`config.mk`:
```
export PLATFORM = sky130hd
export DESIGN_NAME = receiver_block_scheduler_flat
export DESIGN_NICKNAME = d
export VERILOG_FILES = /design/src/rtl/receiver_block_scheduler_pkg.sv /design/src/rtl/receiver_block_scheduler_if.sv /design/src/rtl/receiver_block_scheduler_rr_channel_pointer.sv /design/src/rtl/receiver_block_scheduler.sv /design/src/flat_wrapper.sv
export SDC_FILE = /design/constraint.sdc
export NUM_CORES = 1
export LEC_CHECK = 0
export CAP_MARGIN = 20
export CORE_UTILIZATION = 40
export DETAILED_ROUTE_END_ITERATION = 16
export PLACE_DENSITY = 0.69
export SLEW_MARGIN = 20
export SYNTH_ARGS = -nofsm -noshare
export SYNTH_HDL_FRONTEND = slang
export SYNTH_HIERARCHICAL = 1
export SYNTH_SLANG_ARGS = --single-unit
```
`constraint.sdc`:
```
create_clock -name clk_96MHz -period 4.1 [get_ports clk_96MHz]
set_clock_uncertainty 0.1 [all_clocks]
set_input_delay 0.41 -clock clk_96MHz [delete_from_list [all_inputs] [get_ports clk_96MHz]]
set_output_delay 0.41 -clock clk_96MHz [all_outputs]
set_load 0.01 [all_outputs]
```
`src/rtl/receiver_block_scheduler_pkg.sv`:
```
// Shared widths, defaults and FSM state type for the receiver block scheduler.
package receiver_block_scheduler_pkg;
  localparam int unsigned DATA_W          = 17;
  localparam int unsigned TS_W            = 24;
  localparam int unsigned BLOCK_W         = DATA_W + TS_W;
  localparam int unsigned PTR_W           = 8;
  localparam int unsigned SETTLE_CYC_DEF  = 2;
  localparam int unsigned TIMEOUT_CYC_DEF = 64;

  typedef enum logic [1:0] {
    SCAN     = 2'd0,
    SETTLE   = 2'd1,
    WAIT_RDY = 2'd2,
    PRESENT  = 2'd3
  } sched_state_t;
endpackage

```
`src/rtl/receiver_block_scheduler_if.sv`:
```
// Output block stream towards the packetizer: tagged block on a valid/ready handshake.
interface receiver_block_scheduler_if #(
  parameter int unsigned ID_W = 2
);
  import receiver_block_scheduler_pkg::*;

  logic [BLOCK_W-1:0] out_block;
  logic [ID_W-1:0]    out_id;
  logic               out_valid;
  logic               out_ready;

  modport master (output out_block, output out_id, output out_valid, input out_ready);
  modport slave  (input out_block, input out_id, input out_valid, output out_ready);
endinterface

```
`src/rtl/receiver_block_scheduler_rr_channel_pointer.sv`:
```
// Round-robin current-channel counter; advances one channel per i_advance with modulo wrap.
module rr_channel_pointer #(
  parameter int unsigned NB_RECEIVERS = 4,
  parameter int unsigned ID_W         = $clog2(NB_RECEIVERS)
) (
  input  logic            clk_96MHz,
  input  logic            reset_n,
  input  logic            i_advance,
  output logic [ID_W-1:0] o_cur
);
  logic [ID_W-1:0] r_cur;

  always_ff @(posedge clk_96MHz or negedge reset_n) begin
    if (!reset_n) begin
      r_cur <= '0;
    end else if (i_advance) begin
      r_cur <= (r_cur == ID_W'(NB_RECEIVERS - 1)) ? '0 : r_cur + 1'b1;
    end
  end

  assign o_cur = r_cur;
endmodule

```
`src/rtl/receiver_block_scheduler.sv`:
```
// Drains newly available decoded blocks from N receiver channels, one per channel visit, into one stream.
module receiver_block_scheduler
  import receiver_block_scheduler_pkg::*;
#(
  parameter int unsigned NB_RECEIVERS = 4,
  parameter int unsigned SETTLE_CYC   = SETTLE_CYC_DEF,
  parameter int unsigned TIMEOUT_CYC  = TIMEOUT_CYC_DEF,
  parameter int unsigned ID_W         = $clog2(NB_RECEIVERS)
) (
  input  logic                              clk_96MHz,
  input  logic                              reset_n,
  output logic [PTR_W*NB_RECEIVERS-1:0]     block_wanted_number,
  input  logic [BLOCK_W*NB_RECEIVERS-1:0]   block_wanted,
  input  logic [NB_RECEIVERS-1:0]           data_ready,
  input  logic [PTR_W*NB_RECEIVERS-1:0]     avl_blocks_nb,
  receiver_block_scheduler_if.master        out_if,
  output logic [7:0]                        timeout_cnt
);
  localparam int unsigned CNT_MAX = (TIMEOUT_CYC > SETTLE_CYC) ? TIMEOUT_CYC : SETTLE_CYC;
  localparam int unsigned CNT_W   = $clog2(CNT_MAX + 1);

  sched_state_t       r_state, w_state_nxt;
  logic [CNT_W-1:0]   r_cnt;
  logic [ID_W-1:0]    w_cur;
  logic [PTR_W-1:0]   r_rd_ptr  [NB_RECEIVERS];
  logic [PTR_W-1:0]   w_ptr_eff [NB_RECEIVERS];
  logic [PTR_W-1:0]   w_ptr_cur, w_avl_cur;
  logic               w_rdy_cur;
  logic [BLOCK_W-1:0] w_blk_cur;
  logic               w_advance, w_req, w_latch, w_accept, w_timeout;
  logic [PTR_W*NB_RECEIVERS-1:0] r_bwn;
  logic [BLOCK_W-1:0] r_out_block;
  logic [ID_W-1:0]    r_out_id;
  logic               r_out_valid;
  logic [7:0]         r_timeout_cnt;

  rr_channel_pointer #(
    .NB_RECEIVERS (NB_RECEIVERS),
    .ID_W         (ID_W)
  ) u_rr_channel_pointer (
    .clk_96MHz (clk_96MHz),
    .reset_n   (reset_n),
    .i_advance (w_advance),
    .o_cur     (w_cur)
  );

  // A shrunken avl count means the channel RAM was refilled: treat the pointer as 0 right away.
  always_comb begin
    w_ptr_cur = '0;
    w_avl_cur = '0;
    w_rdy_cur = 1'b0;
    w_blk_cur = '0;
    for (int unsigned i = 0; i < NB_RECEIVERS; i++) begin
      w_ptr_eff[i] = (avl_blocks_nb[PTR_W*i +: PTR_W] < r_rd_ptr[i]) ? '0 : r_rd_ptr[i];
      if (w_cur == ID_W'(i)) begin
        w_ptr_cur = w_ptr_eff[i];
        w_avl_cur = avl_blocks_nb[PTR_W*i +: PTR_W];
        w_rdy_cur = data_ready[i];
        w_blk_cur = block_wanted[BLOCK_W*i +: BLOCK_W];
      end
    end
  end

  always_ff @(posedge clk_96MHz or negedge reset_n) begin
    if (!reset_n) r_state <= SCAN;
    else          r_state <= w_state_nxt;
  end

  always_comb begin
    w_state_nxt = r_state;
    w_advance   = 1'b0;
    w_req       = 1'b0;
    w_latch     = 1'b0;
    w_accept    = 1'b0;
    w_timeout   = 1'b0;
    case (r_state)
      SCAN: begin
        if (w_ptr_cur != w_avl_cur) begin
          w_req       = 1'b1;
          w_state_nxt = SETTLE;
        end else begin
          w_advance = 1'b1;
        end
      end
      SETTLE: begin
        if (r_cnt == CNT_W'(SETTLE_CYC - 1)) w_state_nxt = WAIT_RDY;
      end
      WAIT_RDY: begin
        if (w_rdy_cur) begin
          w_latch     = 1'b1;
          w_state_nxt = PRESENT;
        end else if (r_cnt == CNT_W'(TIMEOUT_CYC - 1)) begin
          w_timeout   = 1'b1;
          w_advance   = 1'b1;
          w_state_nxt = SCAN;
        end
      end
      PRESENT: begin
        if (out_if.out_ready) begin
          w_accept    = 1'b1;
          w_advance   = 1'b1;
          w_state_nxt = SCAN;
        end
      end
      default: w_state_nxt = SCAN;
    endcase
  end

  always_ff @(posedge clk_96MHz or negedge reset_n) begin
    if (!reset_n) begin
      r_cnt <= '0;
    end else if (w_state_nxt != r_state) begin
      r_cnt <= '0;
    end else if (r_state == SETTLE || r_state == WAIT_RDY) begin
      r_cnt <= r_cnt + 1'b1;
    end
  end

  always_ff @(posedge clk_96MHz or negedge reset_n) begin
    if (!reset_n) begin
      for (int unsigned i = 0; i < NB_RECEIVERS; i++) r_rd_ptr[i] <= '0;
      r_bwn <= '0;
    end else begin
      for (int unsigned i = 0; i < NB_RECEIVERS; i++) begin
        if (avl_blocks_nb[PTR_W*i +: PTR_W] < r_rd_ptr[i]) begin
          r_rd_ptr[i] <= '0;
        end else if (w_accept && w_cur == ID_W'(i)) begin
          r_rd_ptr[i] <= r_rd_ptr[i] + 1'b1;
        end
        if (w_req && w_cur == ID_W'(i)) r_bwn[PTR_W*i +: PTR_W] <= w_ptr_cur;
      end
    end
  end

  always_ff @(posedge clk_96MHz or negedge reset_n) begin
    if (!reset_n) begin
      r_out_block   <= '0;
      r_out_id      <= '0;
      r_out_valid   <= 1'b0;
      r_timeout_cnt <= '0;
    end else begin
      if (w_latch) begin
        r_out_block <= w_blk_cur;
        r_out_id    <= w_cur;
        r_out_valid <= 1'b1;
      end else if (w_accept) begin
        r_out_valid <= 1'b0;
      end
      if (w_timeout && r_timeout_cnt != 8'hFF) r_timeout_cnt <= r_timeout_cnt + 1'b1;
    end
  end

  assign block_wanted_number = r_bwn;
  assign out_if.out_block    = r_out_block;
  assign out_if.out_id       = r_out_id;
  assign out_if.out_valid    = r_out_valid;
  assign timeout_cnt         = r_timeout_cnt;
endmodule

```
`src/flat_wrapper.sv`:
```
// flat-port wrapper written by rule: the top's interface ports become plain ports
module receiver_block_scheduler_flat import receiver_block_scheduler_pkg::*;
#(
  parameter int unsigned NB_RECEIVERS = 4,
  parameter int unsigned SETTLE_CYC   = SETTLE_CYC_DEF,
  parameter int unsigned TIMEOUT_CYC  = TIMEOUT_CYC_DEF,
  parameter int unsigned ID_W         = $clog2(NB_RECEIVERS)
)
  (clk_96MHz, reset_n, block_wanted_number, block_wanted, data_ready, avl_blocks_nb, timeout_cnt, out_if_out_block, out_if_out_id, out_if_out_valid, out_if_out_ready);
  receiver_block_scheduler_if #(.ID_W(ID_W)) out_if_i ();
  input  logic clk_96MHz;
  input  logic reset_n;
  output logic [PTR_W*NB_RECEIVERS-1:0] block_wanted_number;
  input  logic [BLOCK_W*NB_RECEIVERS-1:0] block_wanted;
  input  logic [NB_RECEIVERS-1:0] data_ready;
  input  logic [PTR_W*NB_RECEIVERS-1:0] avl_blocks_nb;
  output logic [7:0] timeout_cnt;
  output wire logic [$bits(out_if_i.out_block)-1:0] out_if_out_block;
  output wire logic [$bits(out_if_i.out_id)-1:0] out_if_out_id;
  output wire logic [$bits(out_if_i.out_valid)-1:0] out_if_out_valid;
  input wire logic [$bits(out_if_i.out_ready)-1:0] out_if_out_ready;
  assign out_if_out_block = out_if_i.out_block;
  assign out_if_out_id = out_if_i.out_id;
  assign out_if_out_valid = out_if_i.out_valid;
  assign out_if_i.out_ready = out_if_out_ready;
  receiver_block_scheduler #(.NB_RECEIVERS(NB_RECEIVERS), .SETTLE_CYC(SETTLE_CYC), .TIMEOUT_CYC(TIMEOUT_CYC), .ID_W(ID_W)) u_core (.clk_96MHz(clk_96MHz), .reset_n(reset_n), .block_wanted_number(block_wanted_number), .block_wanted(block_wanted), .data_ready(data_ready), .avl_blocks_nb(avl_blocks_nb), .out_if(out_if_i), .timeout_cnt(timeout_cnt));
endmodule
```
==> After elaboration in Yosys (flattened, before gate mapping) <==
Index checks and enable logic that the tools add are counted.
{ "totals": {"ff_bits": 127, "latch_bits": 0, "mem_bits_rw": 0, "mem_bits_ro": 0, "in_bits": 203, "out_inout_bits": 84, "word_cells": 105, "mem_count": 0} }
{ "op_classes": {"addsub": 7, "mul": 0, "n_div": 0, "n_lt_le_gt_ge": 4, "eq_ne": 11, "n_shift": 0, "mux": 50, "n_bitwise": 0, "n_reduce_logical": 18} }
{ "op_table": {"columns": ["cell", "n"], "rows": [
  ["$mux 41", 4],
  ["$mux 8", 20],
  ["$add 8x1->8 const B", 5],
  ["$lt 8x8->1", 4],
  ["$mux 1", 16],
  ["$mux 7", 2],
  ["$mux 2", 6],
  ["$reduce_bool 2->1", 6],
  ["$logic_and 1x1->1", 9],
  ["$eq 2x2->1 const B", 4],
  ["$ne 8x8->1", 1],
  ["$ne 8x8->1 const B", 1],
  ["$pmux 2 s4", 1],
  ["$add 7x1->7 const B", 1],
  ["$eq 7x1->1 const B", 1],
  ["$eq 7x6->1 const B", 1],
  ["$eq 2x1->1 const B", 2],
  ["$logic_not 2->1", 2],
  ["$pmux 1 s3", 1],
  ["$add 2x1->2 const B", 1],
  ["$ne 2x2->1", 1],
  ["$logic_or 1x1->1", 1]
]} }

==> Longest topological paths before layout <==
{ "depth": {"ltp_word": 11, "mapped_depth": 13, "mapped_depth_nobuf": 12} }

==> Modules after synthesis <==
The synthesis kept the hierarchy.
{ "modules_own_cells": {"columns": ["mod", "instances", "cells_each", "area_each_um2"], "rows": [
  ["receiver_block_scheduler", 1, 656, 7863.8],
  ["rr_channel_pointer", 1, 6, 88.8]
]} }

==> Worst setup path before layout <==
No wires, ideal clock.
{ "synth_timing": {"path_type": "reg2reg", "from": "register u_core/r_rd_ptr[22] (netlist name)", "to": "register u_core.u_rr_channel_pointer.r_cur[0] (netlist: u_core/u_rr_channel_pointer/o_cur[0])", "arrival_ns": 3.309, "required_time_ns": 3.875, "slack_ns": 0.566, "stages_incl_launch_ff": 13, "cell_sequence": "dfrtp_1 inv_1 ha_1 and4_1 nand2_1 o32ai_2 a221oi_2 a31oi_1 xor2_1 nor4_4 nand4_1 a31oi_1 mux2_2"} }
{ "synth_via": {"elab_chain_len": 8} }
{ "synth_rtl": {"columns": ["item", "line", "rtl"], "rows": [
  ["start, declared", "receiver_block_scheduler.sv:25", "logic [PTR_W-1:0] r_rd_ptr [NB_RECEIVERS];"],
  ["start signal, assigned by index", "receiver_block_scheduler.sv:128", "r_rd_ptr[i] <= r_rd_ptr[i] + 1'b1;"],
  ["$lt 8x8->1", "receiver_block_scheduler.sv:54", "w_ptr_eff[i] = (avl_blocks_nb[PTR_W*i +: PTR_W] < r_rd_ptr[i]) ? '0 : r_rd_ptr[i];"],
  ["$mux 8 *", "receiver_block_scheduler.sv:54", null],
  ["$mux 8 * (3 in a row)", "receiver_block_scheduler.sv:55", "if (w_cur == ID_W'(i)) begin"],
  ["$ne 8x8->1 *", "receiver_block_scheduler.sv:78", "if (w_ptr_cur != w_avl_cur) begin"],
  ["$mux 1 *", "receiver_block_scheduler.sv:78", null],
  ["$pmux 1 s3 *", "receiver_block_scheduler.sv:76", "case (r_state)"],
  ["named net u_core.w_advance", "receiver_block_scheduler.sv:30", "logic w_advance, w_req, w_latch, w_accept, w_timeout;"],
  ["end signal, assigned", "receiver_block_scheduler_rr_channel_pointer.sv:17", "r_cur <= (r_cur == ID_W'(NB_RECEIVERS - 1)) ? '0 : r_cur + 1'b1;"],
  ["end, declared", "receiver_block_scheduler_rr_channel_pointer.sv:11", "logic [ID_W-1:0] r_cur;"]
]} }
Mark *: on every way through the listed nets, which the timed path passes. The rest lies on a longest branch.
A chain may end at the register's enable or synchronous reset.

==> Worst setup path after layout <==
{ "layout_timing": {"from": "register u_core/r_rd_ptr[30] (netlist name)", "to": "register u_core.u_rr_channel_pointer.r_cur[0] (netlist: u_core/u_rr_channel_pointer/o_cur[0])"} }
{ "layout_via": {"elab_chain_len": 9} }
{ "layout_rtl": {"columns": ["item", "line"], "rows": [
  ["$lt 8x8->1", "receiver_block_scheduler.sv:54"],
  ["$mux 8 *", "receiver_block_scheduler.sv:54"],
  ["$mux 8 * (4 in a row)", "receiver_block_scheduler.sv:55"],
  ["$ne 8x8->1 *", "receiver_block_scheduler.sv:78"],
  ["$mux 1 *", "receiver_block_scheduler.sv:78"],
  ["$pmux 1 s3 *", "receiver_block_scheduler.sv:76"],
  ["named net u_core.w_advance", "receiver_block_scheduler.sv:30"]
]} }
Marked as above.

==> results.json <==
{
  "grt_pass1_wl_microns": 36900,
  "vdd_ir_drop_max_v": 0.000416,
  "crit_path_start_kind": "flop",
  "wl_microns": 24700,
  "clock_sinks": 127,
  "status": "finished, final reports clean",
  "cp.depth": 12,
  "end_kind": "flop",
  "synth_top_family_by_area": "multiplexers",
  "drt_pass1_iterations": 6,
  "row_count": 51,
  "crit_top_cell": "nand4_1",
  "hold_path.class": "input pin to async pin",
  "grt_pass1_vias": 6605,
  "clk_pin_slew_ns": 0.06,
  "drv_slew": 0,
  "critPathRequiredTime_ns": 4.30,
  "ys_seq_area_frac": 0.400,
  "finish.utilization": 0.610,
  "post-dp-hpwl_microns": 19400,
  "gp_congestion": 0.884,
  "clock_latency_ns": 0.42,
  "tightest_slew_ns": 0.962,
  "avgSynthCellArea_sq_um": 12.0,
  "ant_nets": 0,
  "track_usage": 0.242,
  "path_class": "flop to flop",
  "cts-htree-levels": 4,
  "syn_inst": 662,
  "synth_edf_count": 0,
  "rsz0062_at_grt": "no",
  "drc": 0,
  "max_freq_mhz": 264,
  "timing.hold.ws_ns": 0.0142,
  "cp_num_buf_inv": 1,
  "hold_viol": 0,
  "cts-root-buf": "clkbuf_16",
  "async_flop_share": 1.00,
  "dieHeight_microns": 143,
  "cts_buffers": 17,
  "cts_resized": 0,
  "cts_setup_buffers": 0,
  "hold_buffers": 0,
  "synthTopCellsByArea": "dfrtp_1, mux4_2, mux2_2, ha_1, xnor2_1",
  "fillCellCount": 1618,
  "n_antenna_cell": 0,
  "die_x_microns": 143,
  "synth_compound_area_frac": 0.0994,
  "synth.top_cell.area_share": 0.400,
  "crit_arrival_ns": 3.99,
  "syn_area_sq_um": 7950,
  "synthToLayoutAreaGrowth_pct": 49.3,
  "synthMuxAreaShare": 0.257,
  "synth_warnings": 6,
  "start_util": 0.409,
  "core_area_sq_um": 19500,
  "crit_chain": "inv_1 > ha_1 > nand4_1 > nand2b_1 > o32ai_2 > a22oi_1 > a2bb2oi_1 > o2111ai_1 > a221oi_4 > nand4_1 > a31oi_1 > mux2_2",
  "drive_above_1_share": 0.214,
  "synth_ff_type": "dfrtp_1",
  "syn_nets": 906,
  "p_leak_uw": 0.00485,
  "die_area_sq_um": 20400,
  "ys_types": 69,
  "cts_tree": "done",
  "p_per_area_nw_per_um2": 562,
  "final-setup-viol-count": 0,
  "slew_headroom": 0.359,
  "ios": 287,
  "fin_nets": 1213,
  "globalRoute.totalOverflow": 0,
  "fin_crit_ns": 3.79,
  "vias": 6644,
  "clockBufferDepth": 2,
  "min_period_over_period": 0.925,
  "slowest_stage": "o32ai_2",
  "drtIter0Drc": 375,
  "grt_max_degree": 106,
  "cpPeakStageDelay_ns": 0.53,
  "wire_per_inst_microns": 19.8,
  "maxCapViolCount": 0,
  "via_per_inst": 5.33,
  "worstPathMaxFanout": 7,
  "antenna_found_initial": 0,
  "yosysTopAreaCell": "dfrtp_1",
  "r2r_cells": 12,
  "yosys.area_share.simple": 0.0983,
  "synth-xor-area-share": 0.0472,
  "synth_fa_ha_area_frac": 0.0645,
  "portBuffers": 286,
  "synth_seq_cells": 127,
  "crit_family": "compound AO/OA/AOI/OAI gates"
}
-- logic make-up after synthesis --
| family | after synthesis |
|---|---|
| fa+ha+maj | 41 |
| buf+inv | 70 |
| mux | 136 |
| flops | 127 |
| xor+xnor | 42 |
| compound gates | 85 |
| simple gates | 161 |
-- layout make-up --
type	count	area (sq um)	area share
multi-input cells	465	4510	0.380
flip-flops and latches	127	3190	0.268
repair buffers	316	3090	0.260
clock buffers	17	425	0.0358
well taps	265	332	0.0279
clock inverters	15	171	0.0144
inverters	42	158	0.0133
-- cell usage in the layout (no fill, tap or decap), drive strengths merged, types with 12 or more instances in the layout --
master,instances
nor2,62
xnor2,35
dfrtp,127
inv,42
mux2,78
buf,31
clkbuf,17
nand3,14
nand4,24
clkdlybuf4s50,285
mux4,47
nand2,29
ha,41
a21oi,12
-- per-layer routing --
layer,vias up,track usage,share of wire,routed length (microns)
li1,3096,-,-,-
met1,3307,0.331,0.45,11100
met5,-,0,0,0
met2,213,0.381,0.48,11800
met4,0,0.0730,0.019,480
met3,28,0.0570,0.055,1360
-- synthesized netlist by cell type (2+ instances only) --
cell type and count:
o21a_1 7, or3_1 3, o2111ai_1 2, a2bb2oi_1 3, mux4_2 47, nand3_1 14
a211oi_1 4, xor2_1 7, nor3_1 6, buf_2 3, and4_1 2, nor4_1 5
nand2b_1 5, a31oi_1 4, o21ai_1 4, buf_1 7, a31oi_4 2, o32ai_2 2
a32oi_1 3, a22o_1 2, mux2_2 78, nand2_1 29, o31a_1 3, a311oi_4 2
and2_1 3, o21ai_0 4, a221oi_2 3, mux2i_1 11, xnor2_1 34, nor2_1 62
a211o_1 2, a22oi_1 4, a21oi_1 12, inv_1 41, ha_1 41, nand4_1 24
o22ai_1 2, dfrtp_1 127, clkbuf_1 18
-- worst register-to-register path, delay by kind of cell, from the launching register on --
kind            cells  cell delay, ns
compound gates      6            1.90
fa+ha+maj           1            0.31
mux                 1            0.37
flops               1            0.41
buf+inv             1            0.11
simple gates        3            0.48
-- final timing paths --
kind / to / start / slack (ns)
max: u_core/u_rr_channel_pointer/o_cur[0] / u_core/r_rd_ptr[30] / 0.31
max in group asynchronous: u_core/out_if.out_block[8] / reset_n / 3.03
max reg2reg: u_core/u_rr_channel_pointer/o_cur[0] / u_core/r_rd_ptr[30] / 0.31
min in group clk_96MHz: u_core/out_if.out_valid / u_core/out_if.out_valid / 0.39
min: u_core/r_rd_ptr[8] / reset_n / 0.01
min reg2reg: u_core/out_if.out_valid / u_core/out_if.out_valid / 0.39
-- sequential cells by signal, indices dropped and copies added, names as in the netlist, 2 cells and up --
signal and count:
u_core/r_cnt 7, u_core/out_if.out_block 41, u_core/r_rd_ptr 32, u_core/out_if.out_id 2, u_core/block_wanted_number 32, u_core/timeout_cnt 8, u_core/u_rr_channel_pointer/o_cur 2, u_core/r_state 2
-- where the power goes --
part           total [uW]  switching (uW)  leakage (uW)  internal [uW]
clock network        1520             571      0.000284            951
registers            1850             278       0.00171           1580
logic                3300            1510       0.00286           1790
-- through the flow --
stage	setup TNS, ns	cells	instance area [sq um]	power (uW)	setup slack (ns)
global route	0	1247	11900	7030	0.0520
finish	0	1247	11900	6680	0.306
global placement	0	1215	11300	5150	0.0767
CTS	0	1247	11900	6730	0.355
floorplan	0	662	7950	3740	0.566
detailed placement	-0.0220	1215	11300	5180	-0.0147
No activity file was read; power rests on OpenSTA's default activity.
